[config.mk]
export PLATFORM = sky130hd
export DESIGN_NAME = alt_vipvfr131_common_timing_detector
export DESIGN_NICKNAME = d
export VERILOG_FILES = /design/src/rtl/alt_vipvfr131_common_timing_detector_pkg.sv /design/src/rtl/alt_vipvfr131_common_sync_edge.sv /design/src/rtl/alt_vipvfr131_common_timing_detector.sv
export SDC_FILE = /design/constraint.sdc
export NUM_CORES = 1
export LEC_CHECK = 0
export CORE_ASPECT_RATIO = 1.2
export CORE_MARGIN = 3
export CORE_UTILIZATION = 33
export CTS_CLUSTER_DIAMETER = 50
export DETAILED_ROUTE_END_ITERATION = 7
export GPL_TIMING_DRIVEN = 0
export HOLD_SLACK_MARGIN = 0.06
export MAX_ROUTING_LAYER = met4
export PLACE_DENSITY_LB_ADDON = 0.15
export SYNTH_ARGS = -nofsm -noshare
export SYNTH_HDL_FRONTEND = slang
export SYNTH_SLANG_ARGS = --single-unit
[constraint.sdc]
create_clock -name clk -period 3.3 [get_ports clk]
set_input_delay 0.66 -clock clk [delete_from_list [all_inputs] [get_ports clk]]
set_output_delay 0.66 -clock clk [all_outputs]
set_load 0.02 [all_outputs]
[src/rtl/alt_vipvfr131_common_timing_detector_pkg.sv]
// Shared widths, saturation limits and FSM encoding for the timing detector.
package alt_vipvfr131_common_timing_detector_pkg;

  localparam int unsigned H_CNT_W = 14;
  localparam int unsigned V_CNT_W = 13;
  localparam int unsigned MATCH_W = 4;

  localparam logic [H_CNT_W-1:0] H_MAX = {H_CNT_W{1'b1}};
  localparam logic [V_CNT_W-1:0] V_MAX = {V_CNT_W{1'b1}};

  typedef enum logic [1:0] {
    ST_IDLE    = 2'd0,
    ST_MEASURE = 2'd1,
    ST_CHECK   = 2'd2,
    ST_LOCKED  = 2'd3
  } td_state_e;

endpackage

[src/rtl/alt_vipvfr131_common_sync_edge.sv]
// Normalises sync polarity and emits an enable-qualified leading-edge pulse.
module alt_vipvfr131_common_sync_edge #(
  parameter bit ACTIVE_HIGH = 1'b1
) (
  input  logic clk,
  input  logic rst_n,
  input  logic i_sclr,
  input  logic i_enable,
  input  logic i_sync,
  output logic o_lead_c
);

  logic w_act;
  logic r_prev;

  assign w_act    = ACTIVE_HIGH ? i_sync : ~i_sync;
  assign o_lead_c = i_enable & w_act & ~r_prev;

  // Previous level only advances on sample cycles so gaps never create edges.
  always_ff @(posedge clk) begin
    if (!rst_n || i_sclr) begin
      r_prev <= 1'b0;
    end else if (i_enable) begin
      r_prev <= w_act;
    end
  end

endmodule

[src/rtl/alt_vipvfr131_common_timing_detector.sv]
// Measures line/frame totals of an incoming sync stream, tracks position and reports lock.
module alt_vipvfr131_common_timing_detector
  import alt_vipvfr131_common_timing_detector_pkg::*;
#(
  parameter bit          H_SYNC_ACTIVE_HIGH = 1'b1,
  parameter bit          V_SYNC_ACTIVE_HIGH = 1'b1,
  parameter bit          TOTALS_MINUS_ONE   = 1'b0,
  parameter int unsigned LOCK_FRAMES        = 2
) (
  input  logic        clk,
  input  logic        rst_n,
  input  logic        sclr,
  input  logic        enable,
  input  logic        hsync,
  input  logic        vsync,
  output logic [13:0] h_count,
  output logic [12:0] v_count,
  output logic [13:0] h_total,
  output logic [12:0] v_total,
  output logic        locked,
  output logic        changed,
  output logic        overflow
);

  logic               w_hs_lead, w_vs_lead, w_fs;
  logic               w_h_sat, w_v_sat, w_sat;
  logic               w_line_mis, w_bad, w_match;
  logic [H_CNT_W-1:0] w_h_len, w_h_rpt;
  logic [V_CNT_W-1:0] w_v_len, w_v_rpt;
  logic [MATCH_W-1:0] w_cnt_inc;

  logic [H_CNT_W-1:0] r_h_count, r_h_meas, r_ref_h, r_h_total;
  logic [V_CNT_W-1:0] r_v_count, r_ref_v, r_v_total;
  logic [MATCH_W-1:0] r_match_cnt;
  logic               r_h_valid, r_v_pend, r_frame_bad;
  logic               r_locked, r_changed, r_overflow;
  td_state_e          r_state;

  td_state_e          w_state_nxt;
  logic [H_CNT_W-1:0] w_ref_h_nxt, w_h_total_nxt;
  logic [V_CNT_W-1:0] w_ref_v_nxt, w_v_total_nxt;
  logic [MATCH_W-1:0] w_match_nxt;
  logic               w_locked_nxt, w_changed_nxt, w_entry, w_reload;

  alt_vipvfr131_common_sync_edge #(.ACTIVE_HIGH(H_SYNC_ACTIVE_HIGH)) u_hs_edge (
    .clk(clk), .rst_n(rst_n), .i_sclr(sclr), .i_enable(enable), .i_sync(hsync), .o_lead_c(w_hs_lead)
  );

  alt_vipvfr131_common_sync_edge #(.ACTIVE_HIGH(V_SYNC_ACTIVE_HIGH)) u_vs_edge (
    .clk(clk), .rst_n(rst_n), .i_sclr(sclr), .i_enable(enable), .i_sync(vsync), .o_lead_c(w_vs_lead)
  );

  // A frame starts on the line edge that follows (or coincides with) a vsync edge.
  assign w_fs       = w_hs_lead & (r_v_pend | w_vs_lead);
  assign w_h_len    = r_h_count + H_CNT_W'(1);
  assign w_v_len    = r_v_count + V_CNT_W'(1);
  assign w_h_sat    = enable & ~w_hs_lead & (r_h_count == H_MAX);
  assign w_v_sat    = w_hs_lead & ~w_fs & (r_v_count == V_MAX);
  assign w_sat      = w_h_sat | w_v_sat;
  assign w_line_mis = w_hs_lead & r_h_valid & (w_h_len != r_h_meas);
  assign w_bad      = r_frame_bad | w_line_mis;
  assign w_match    = (w_h_len == r_ref_h) & (w_v_len == r_ref_v) & ~w_bad;
  assign w_cnt_inc  = r_match_cnt + MATCH_W'(1);
  assign w_h_rpt    = TOTALS_MINUS_ONE ? (w_h_len - H_CNT_W'(1)) : w_h_len;
  assign w_v_rpt    = TOTALS_MINUS_ONE ? (w_v_len - V_CNT_W'(1)) : w_v_len;

  // Position counters and per-frame line-consistency tracking.
  always_ff @(posedge clk) begin
    if (!rst_n || sclr) begin
      r_h_count   <= '0;
      r_v_count   <= '0;
      r_h_meas    <= '0;
      r_h_valid   <= 1'b0;
      r_v_pend    <= 1'b0;
      r_frame_bad <= 1'b0;
      r_overflow  <= 1'b0;
    end else if (enable) begin
      if (w_hs_lead) begin
        r_h_count <= '0;
        r_h_meas  <= w_h_len;
        if (w_fs) begin
          r_v_count   <= '0;
          r_v_pend    <= 1'b0;
          r_frame_bad <= 1'b0;
          r_h_valid   <= 1'b0;
        end else begin
          if (!w_v_sat) r_v_count <= w_v_len;
          r_frame_bad <= w_bad;
          r_h_valid   <= 1'b1;
        end
      end else begin
        if (!w_h_sat) r_h_count <= w_h_len;
        if (w_vs_lead) r_v_pend <= 1'b1;
      end
      if (w_sat) r_overflow <= 1'b1;
    end
  end

  // FSM state and lock-related registers.
  always_ff @(posedge clk) begin
    if (!rst_n || sclr) begin
      r_state     <= ST_IDLE;
      r_ref_h     <= '0;
      r_ref_v     <= '0;
      r_match_cnt <= '0;
      r_locked    <= 1'b0;
      r_changed   <= 1'b0;
      r_h_total   <= '0;
      r_v_total   <= '0;
    end else begin
      r_state     <= w_state_nxt;
      r_ref_h     <= w_ref_h_nxt;
      r_ref_v     <= w_ref_v_nxt;
      r_match_cnt <= w_match_nxt;
      r_locked    <= w_locked_nxt;
      r_changed   <= w_changed_nxt;
      r_h_total   <= w_h_total_nxt;
      r_v_total   <= w_v_total_nxt;
    end
  end

  // Next-state: decisions happen only on line edges; saturation overrides everything.
  always_comb begin
    w_state_nxt   = r_state;
    w_ref_h_nxt   = r_ref_h;
    w_ref_v_nxt   = r_ref_v;
    w_match_nxt   = r_match_cnt;
    w_locked_nxt  = r_locked;
    w_h_total_nxt = r_h_total;
    w_v_total_nxt = r_v_total;
    w_changed_nxt = 1'b0;
    w_entry       = 1'b0;
    w_reload      = 1'b0;
    if (w_sat) begin
      w_state_nxt  = ST_IDLE;
      w_locked_nxt = 1'b0;
    end else if (w_hs_lead) begin
      case (r_state)
        ST_IDLE: begin
          if (w_fs) w_state_nxt = ST_MEASURE;
        end
        ST_MEASURE: begin
          if (w_fs) begin
            w_reload = 1'b1;
            w_entry  = (LOCK_FRAMES == 1) && !w_bad;
          end
        end
        ST_CHECK: begin
          if (w_fs) begin
            if (w_match) begin
              w_match_nxt = w_cnt_inc;
              w_entry     = (w_cnt_inc >= MATCH_W'(LOCK_FRAMES));
            end else begin
              w_reload = 1'b1;
            end
          end
        end
        ST_LOCKED: begin
          if (w_fs ? !w_match : w_line_mis) begin
            w_locked_nxt = 1'b0;
            w_reload     = 1'b1;
          end
        end
        default: w_state_nxt = ST_IDLE;
      endcase
    end
    if (w_reload) begin
      w_ref_h_nxt = w_h_len;
      w_ref_v_nxt = w_v_len;
      w_match_nxt = MATCH_W'(1);
      w_state_nxt = ST_CHECK;
    end
    if (w_entry) begin
      w_state_nxt   = ST_LOCKED;
      w_locked_nxt  = 1'b1;
      w_h_total_nxt = w_h_rpt;
      w_v_total_nxt = w_v_rpt;
    end
    w_changed_nxt = (r_locked & ~w_locked_nxt) |
                    (w_entry & ((w_h_rpt != r_h_total) | (w_v_rpt != r_v_total)));
  end

  assign h_count  = r_h_count;
  assign v_count  = r_v_count;
  assign h_total  = r_h_total;
  assign v_total  = r_v_total;
  assign locked   = r_locked;
  assign changed  = r_changed;
  assign overflow = r_overflow;

endmodule

==> results of run 1 <==
-- layout make-up --
cell class / count / area share [%]
well taps: 261 / 3.765
plain buffers: 59 / 4.400
inverters: 18 / 0.7790
repair buffers: 96 / 10.98
flip-flops and latches: 109 / 25.40
multi-input cells: 628 / 51.28
clock inverters: 7 / 0.7934
clock buffers: 9 / 2.597
-- cell usage in the layout (no fill, tap or decap), types with 6 or more instances in the layout --
cell	instances
buf_6	11
buf_4	33
nor4_1	7
clkdlybuf4s50_1	61
dfxtp_1	98
mux2i_1	26
xor2_1	28
clkbuf_4	6
buf_2	6
dfxtp_2	8
clkbuf_16	10
a211oi_1	16
buf_12	6
inv_1	18
nor2_1	84
nand3_2	6
clkbuf_1	24
a21oi_1	67
or3_1	9
o21ai_0	31
and3_1	9
xnor2_1	48
nor3_1	59
nand2b_1	8
and4_1	7
nand4_1	17
nand3_1	33
nand2_1	42
-- final timing paths --
check / start / to / slack (ps) / cells past startpoint
worst min-delay path: u_vs_edge.r_prev$_SDFFE_PP0P_ / u_vs_edge.r_prev$_SDFFE_PP0P_ / 470 / 2
worst max-delay path: h_count[2]$_SDFFE_PP0P_ / h_total[12]$_SDFFE_PP0P_ / 110 / 14
worst max register to register: h_count[2]$_SDFFE_PP0P_ / h_total[12]$_SDFFE_PP0P_ / 110 / 14
worst min register to register: u_vs_edge.r_prev$_SDFFE_PP0P_ / u_vs_edge.r_prev$_SDFFE_PP0P_ / 470 / 2
-- through the flow --
stage / setup TNS [ps] / hold slack (ps) / setup WS, ps / area, um2
floorplan: 0 / 448.8 / 46.62 / 6624
global placement: -50680 / 453.1 / -944.7 / 7561
detailed placement: -48850 / 465.7 / -925.4 / 7561
CTS: 0 / 477.4 / 2.497 / 8159
global route: -30.90 / 503.7 / -26.57 / 8673
finish: 0 / 474.7 / 110.5 / 8673
-- worst max-delay path, stage by stage (launching register included) --
cell       delay, ps
dfxtp_1          350
buf_6            140
buf_4            140
nand3_2          120
nor2_4           140
xnor3_2          310
a2111oi_4        360
o211ai_1         200
o41ai_4          300
buf_4            200
buf_6            110
nand4_4          180
buf_12           210
or2_1            200
a21oi_1          130
-- flip-flops by register name, summed over array words and instances (netlist names), 2 cells and up --
name and count:
r_ref_v 13, r_ref_h 14, r_h_meas 14, v_total 13, r_state 2, r_match_cnt 4
h_count 14, v_count 13, h_total 14
-- logic make-up (layout without fill, tap and decap cells) --
| family | count (synthesis) | in the layout | share of synthesized area (%) |
|---|---|---|---|
| buf+inv | 81 | 189 | 5.535 |
| fa+ha+maj | 4 | 4 | 0.7556 |
| simple gates | 336 | 336 | 26.94 |
| mux | 26 | 26 | 3.929 |
| compound gates | 175 | 175 | 17.34 |
| flops | 109 | 109 | 32.94 |
| xor+xnor | 87 | 87 | 12.56 |
-- routing by layer --
metal	GRT usage, %	vias to the layer above	share of wire (%)
met5	-	-	0
met4	8.937	0	3.7
met3	2.336	50	4.4
met2	38.13	191	49
met1	30.98	3147	43
li1	-	3164	-
-- power breakdown --
part	switching, W	total [W]	internal, W
logic	0.000121	0.000175	0.0000539
registers	0.00000939	0.00133	0.00132
clock network	0.000584	0.00112	0.000533
total	0.000715	0.00262	0.00191
-- repair_timing --
item,in CTS,in global routing
pin swaps,7,21
resized for setup,54,73
setup buffers,10,24
cloned,0,1
endpoints found under the setup margin,71,61
==> impl_results.md, run 1 <==
* Status: complete, no violations
* Sequential share of the synthesized area at 32.94%
* P per Cell Area at 302.2 nW/um2
* Synthesis-to-layout area growth at 30.94%
* Count leader, synth: dfxtp_1
* Global route overflow at 0
* Syn nets at 828
* Via count of the first global-routing pass at 6231
* Overall routed net length at 25180 um
* Clk sinks at 109
* Tmin final at 3190 ps
* Nets at 931
* Area occupied by multi-input gates at 4448 um2
* Peak VDD IR at 0.0002509 V
* Starting DRT DRC Count at 680
* Worst Path Arrival at 3480 ps
* I/O Pins at 63
* Final Power at 0.002621 W
* Worst Path Required at 3590 ps
* Critical setup path kind: reg -> reg
* Ant diodes at 0
* Top cells by count, synth: dfxtp_1, nor2_1, a21oi_1
* CP Launch Type: flip-flop
* TritonCTS clock tree: done
* Total die area at 21820 um2
* Synth Register Bits at 109
* 1st-pass router iterations at 5
* Die width at 135.3 um
* CTS buffer count at 9
* Synth Warn # at 0
* Die Y at 161.2 um
* Root buf cell: clkbuf_16
* Setup-failing EPs final at 0
* CP Capture Type: flip-flop
* Initial antenna violation count at 0
* Fin cells at 1187
* Avg Vias per Cell at 5.520
* Hold Vio Cnt, Final at 0
* Register area at 2203 um2
* Worst Tran Pin Value at 1005 ps
* Largest net degree at the start of global routing at 21
* Mapped Area at 6624 um2
* Worst Skew at 10.51 ps
* H-tree Lvls at 3
* IO Port Bufs at 61
* DR DRC count at 0
* Top_reg_cell synth: dfxtp_1
* Yosys cell types at 78
* Initial Util at 33.76%
* Fin crit share at 96.65%
* Filler cells at 2038
* Max-cap viol count at 0
* Average cell area after synthesis at 8.098 um2
* Placed insts at 1140
* First-pass GRT wire length at 38690 um
* Area fraction of the dominant cell type after synthesis at 32.94%
* Synth area leaders: dfxtp_1, xnor2_1, a21oi_1
* CTS Buffer Depth at 2
* Row Count at 56
* Worst Hold Class: reg -> reg
* Crit-path max FO at 8
* Max Slew Vio Count at 0
* Clock latency at the later pin of the worst-skew pair at 370 ps
* Mapped Cells at 818
* Wire length per cell at 21.21 um
* Normalized max-slew margin at 33.02%
* Total GRT Usage at 23.73%
* Max Fclk at 0.3135 GHz
* Leak Pwr at 3.162 nW
* EDFF count, synth at 0
* Post-synth top area cell: dfxtp_1
* DRT antenna net count at 0
* Hpwl dp at 18580 um
* Core area at 19620 um2
* Via Count at 6552
* Ratio of cells with drive above 1 in the final layout at 17.39%
* Post-CTS Hold Buffers at 0
* Final core utilization at 44.21%
* Clk slew on worst S/H paths at 90 ps
* GP Congestion at 0.9711
* Ys async rst share at 0%
No activity file was read; power rests on OpenSTA's default activity.
==> inputs of run 2 (changes only) <==
--- a/config.mk
+++ b/config.mk
@@ -5,6 +5,7 @@
 export SDC_FILE = /design/constraint.sdc
 export NUM_CORES = 1
 export LEC_CHECK = 0
+export ABC_AREA = 1
 export CORE_ASPECT_RATIO = 1.2
 export CORE_MARGIN = 3
 export CORE_UTILIZATION = 33
@@ -13,7 +14,7 @@
 export GPL_TIMING_DRIVEN = 0
 export HOLD_SLACK_MARGIN = 0.06
 export MAX_ROUTING_LAYER = met4
-export PLACE_DENSITY_LB_ADDON = 0.15
+export PLACE_DENSITY = 0.64
 export SYNTH_ARGS = -nofsm -noshare
 export SYNTH_HDL_FRONTEND = slang
 export SYNTH_SLANG_ARGS = --single-unit
==> run 2 against run 1 <==
Final area fell by 15%. Global-route usage down 4.1 points. Critical path depth shrank 1. Critical endpoint is now h_total[4]$_SDFFE_PP0P_. Worst hold slack got worse by 18 ps. Maximum frequency increased by 3.3%. Sequential share of layout area rose by 4.2 points. Power up 1.2%.
==> impl_results.md, run 2 <==
* Status: complete, no violations
* Global route overflow at 0
* Met3 GRT Util at 2.679%
* I/O Pins at 63
* Initial Util at 34.36%
* Overall routed net length at 18810 um
* Average cell area after synthesis at 6.568 um2
* Via Count at 6116
* Area occupied by multi-input gates at 3353 um2
* Area fraction of the dominant cell type after synthesis at 35.61%
* Gr busiest metal: met2
* Syn nets at 943
* Fin cells at 1231
* Routing usage on met1 at 24.14%
* Via count of the first global-routing pass at 5722
* Worst Tran Pin Value at 844.6 ps
* CTS buffer count at 9
* Synthesis-to-layout area growth at 20.82%
* Met2 GRT Util at 32.44%
* Count leader, synth: nand2_1
* Setup repair bufs after CTS at 0
* Tmin final at 3086 ps
* Nets at 1016
* Top_reg_cell synth: dfxtp_1
* Setup-failing EPs final at 0
* Clk slew on worst S/H paths at 70 ps
* DRT antenna net count at 0
* Top cells by count, synth: nand2_1, nor2_1, inv_1
* CP Launch Type: flip-flop
* Final core utilization at 41.51%
* Die Y at 155.3 um
* H-tree Lvls at 3
* First-pass GRT wire length at 29990 um
* Row Count at 53
* Mapped Cells at 933
* Commonest non-fill, non-tap cell in the layout: nand2_1
* Largest net degree at the start of global routing at 17
* Worst Skew at 9.415 ps
* Total GRT Usage at 19.61%
* Sequential share of the synthesized area at 35.61%
* Filler cells at 1888
* Ys async rst share at 0%
* CP Capture Type: flip-flop
* Critical setup path kind: reg -> reg
* Crit-path max FO at 10
* Worst Hold Class: reg -> reg
* Synth area leaders: dfxtp_1, nand2_1, nor2_1
* Post-CTS Hold Buffers at 0
* Worst Path Arrival at 3340 ps
* IO Port Bufs at 62
* Max Slew Vio Count at 0
* Avg Vias per Cell at 4.968
* Peak VDD IR at 0.0002448 V
* Starting DRT DRC Count at 538
* Normalized max-slew margin at 43.49%
* P per Cell Area at 358.4 nW/um2
* 1st-pass router iterations at 5
* Ratio of cells with drive above 1 in the final layout at 8.902%
* Root buf cell: clkbuf_16
* Die width at 130.4 um
* Hold Vio Cnt, Final at 0
* Synth Register Bits at 109
* Post-synth top area cell: dfxtp_1
* GP Congestion at 0.9396
* Register area at 2188 um2
* Clk sinks at 109
* TritonCTS clock tree: done
* R2R setup slack at 210 ps
* Mapped Area at 6128 um2
* Wire length per cell at 15.28 um
* Placed insts at 1215
* Max-cap viol count at 0
* Fin crit share at 93.53%
* Max Fclk at 0.3240 GHz
* Initial antenna violation count at 0
* EDFF count, synth at 0
* Core area at 17840 um2
* CTS Buffer Depth at 2
* Leak Pwr at 2.928 nW
* Most frequent cells in the layout: nand2_1, nor2_1, inv_1, dfxtp_1, nand3_1
* Hpwl dp at 14690 um
* Worst Path Required at 3550 ps
* Synth Warn # at 0
* Total die area at 20250 um2
* Yosys cell types at 47
* DR DRC count at 0
* Clock latency at the later pin of the worst-skew pair at 360 ps
* Ant diodes at 0
[run 2: area by class of cell]
cell class | count | share of cell area (%)
flip-flops and latches | 109 | 29.55
clock inverters | 4 | 0.9463
multi-input cells | 676 | 45.29
well taps | 220 | 3.717
plain buffers | 27 | 2.467
inverters | 121 | 6.185
repair buffers | 62 | 8.381
clock buffers | 12 | 3.464
[run 2: critical path, stage by stage, from the launching register on]
cell	delay, ps
dfxtp_4	380
ha_1	400
or2_2	340
a21oi_2	260
nand2_1	90
nor2_1	120
nand3_1	70
nor3_1	130
nand3_1	220
nor3_2	250
nand4_2	160
clkbuf_2	270
o21ai_0	230
a21oi_1	60
[run 2: logic make-up after synthesis]
family                     count (synthesis)  synth area share (%)
AOI/OAI and AO/OA                        162                 14.68
xor gates and xnor gates                  17                 2.430
adders and majority gates                  4                0.8167
buffers and inverters                    148                 10.43
DFF                                      109                 35.61
and+or+nand+nor                          493                 36.03
[run 2: timing repair]
| item | CTS | global route |
|---|---|---|
| hold endpoints to repair | 0 | 0 |
| resized for setup | 4 | 17 |
| endpoints found under the setup margin | 49 | 59 |
[run 2: metrics by stage]
stage / setup slack (ps) / power (W) / setup TNS, ps / hold WS [ps] / area (um2)
6_report: 213.6 / 0.002654 / 0 / 456.4 / 7405
3_3_place_gp: -386.9 / 0.001462 / -16300 / 442.1 / 7024
2_1_floorplan: 594.9 / 0.001420 / 0 / 429.4 / 6128
5_1_grt: -3.309 / 0.002731 / -4.363 / 496.3 / 7405
4_1_cts: 74.95 / 0.002674 / 0 / 462.5 / 7361
3_5_place_dp: -440.0 / 0.001462 / -18380 / 450.5 / 7024
[run 2: path summary, 6_finish.rpt]
check                          startpoint  cells after the start                       to
setup / recovery  h_count[0]$_SDFFE_PP0P_                     13  h_total[4]$_SDFFE_PP0P_
hold / removal     r_h_valid$_SDFFE_PP0P_                      2   r_h_valid$_SDFFE_PP0P_
setup reg to reg  h_count[0]$_SDFFE_PP0P_                     13  h_total[4]$_SDFFE_PP0P_
hold reg to reg    r_h_valid$_SDFFE_PP0P_                      2   r_h_valid$_SDFFE_PP0P_
[run 2: power breakdown]
part	internal (W)	switching [W]	leakage (nW)	total [W]
sequential	0.00132	0.00000361	0.880	0.00132
combinational	0.0000314	0.0000804	1.89	0.000112
clock	0.000706	0.000516	0.163	0.00122
total	0.00205	0.000599	2.93	0.00265
[run 2: layer usage]
metal	wire [um]	up-vias
li1	-	3158
met1	8297	2800
met2	9308	129
met3	721	29
met4	479	0
met5	0	-
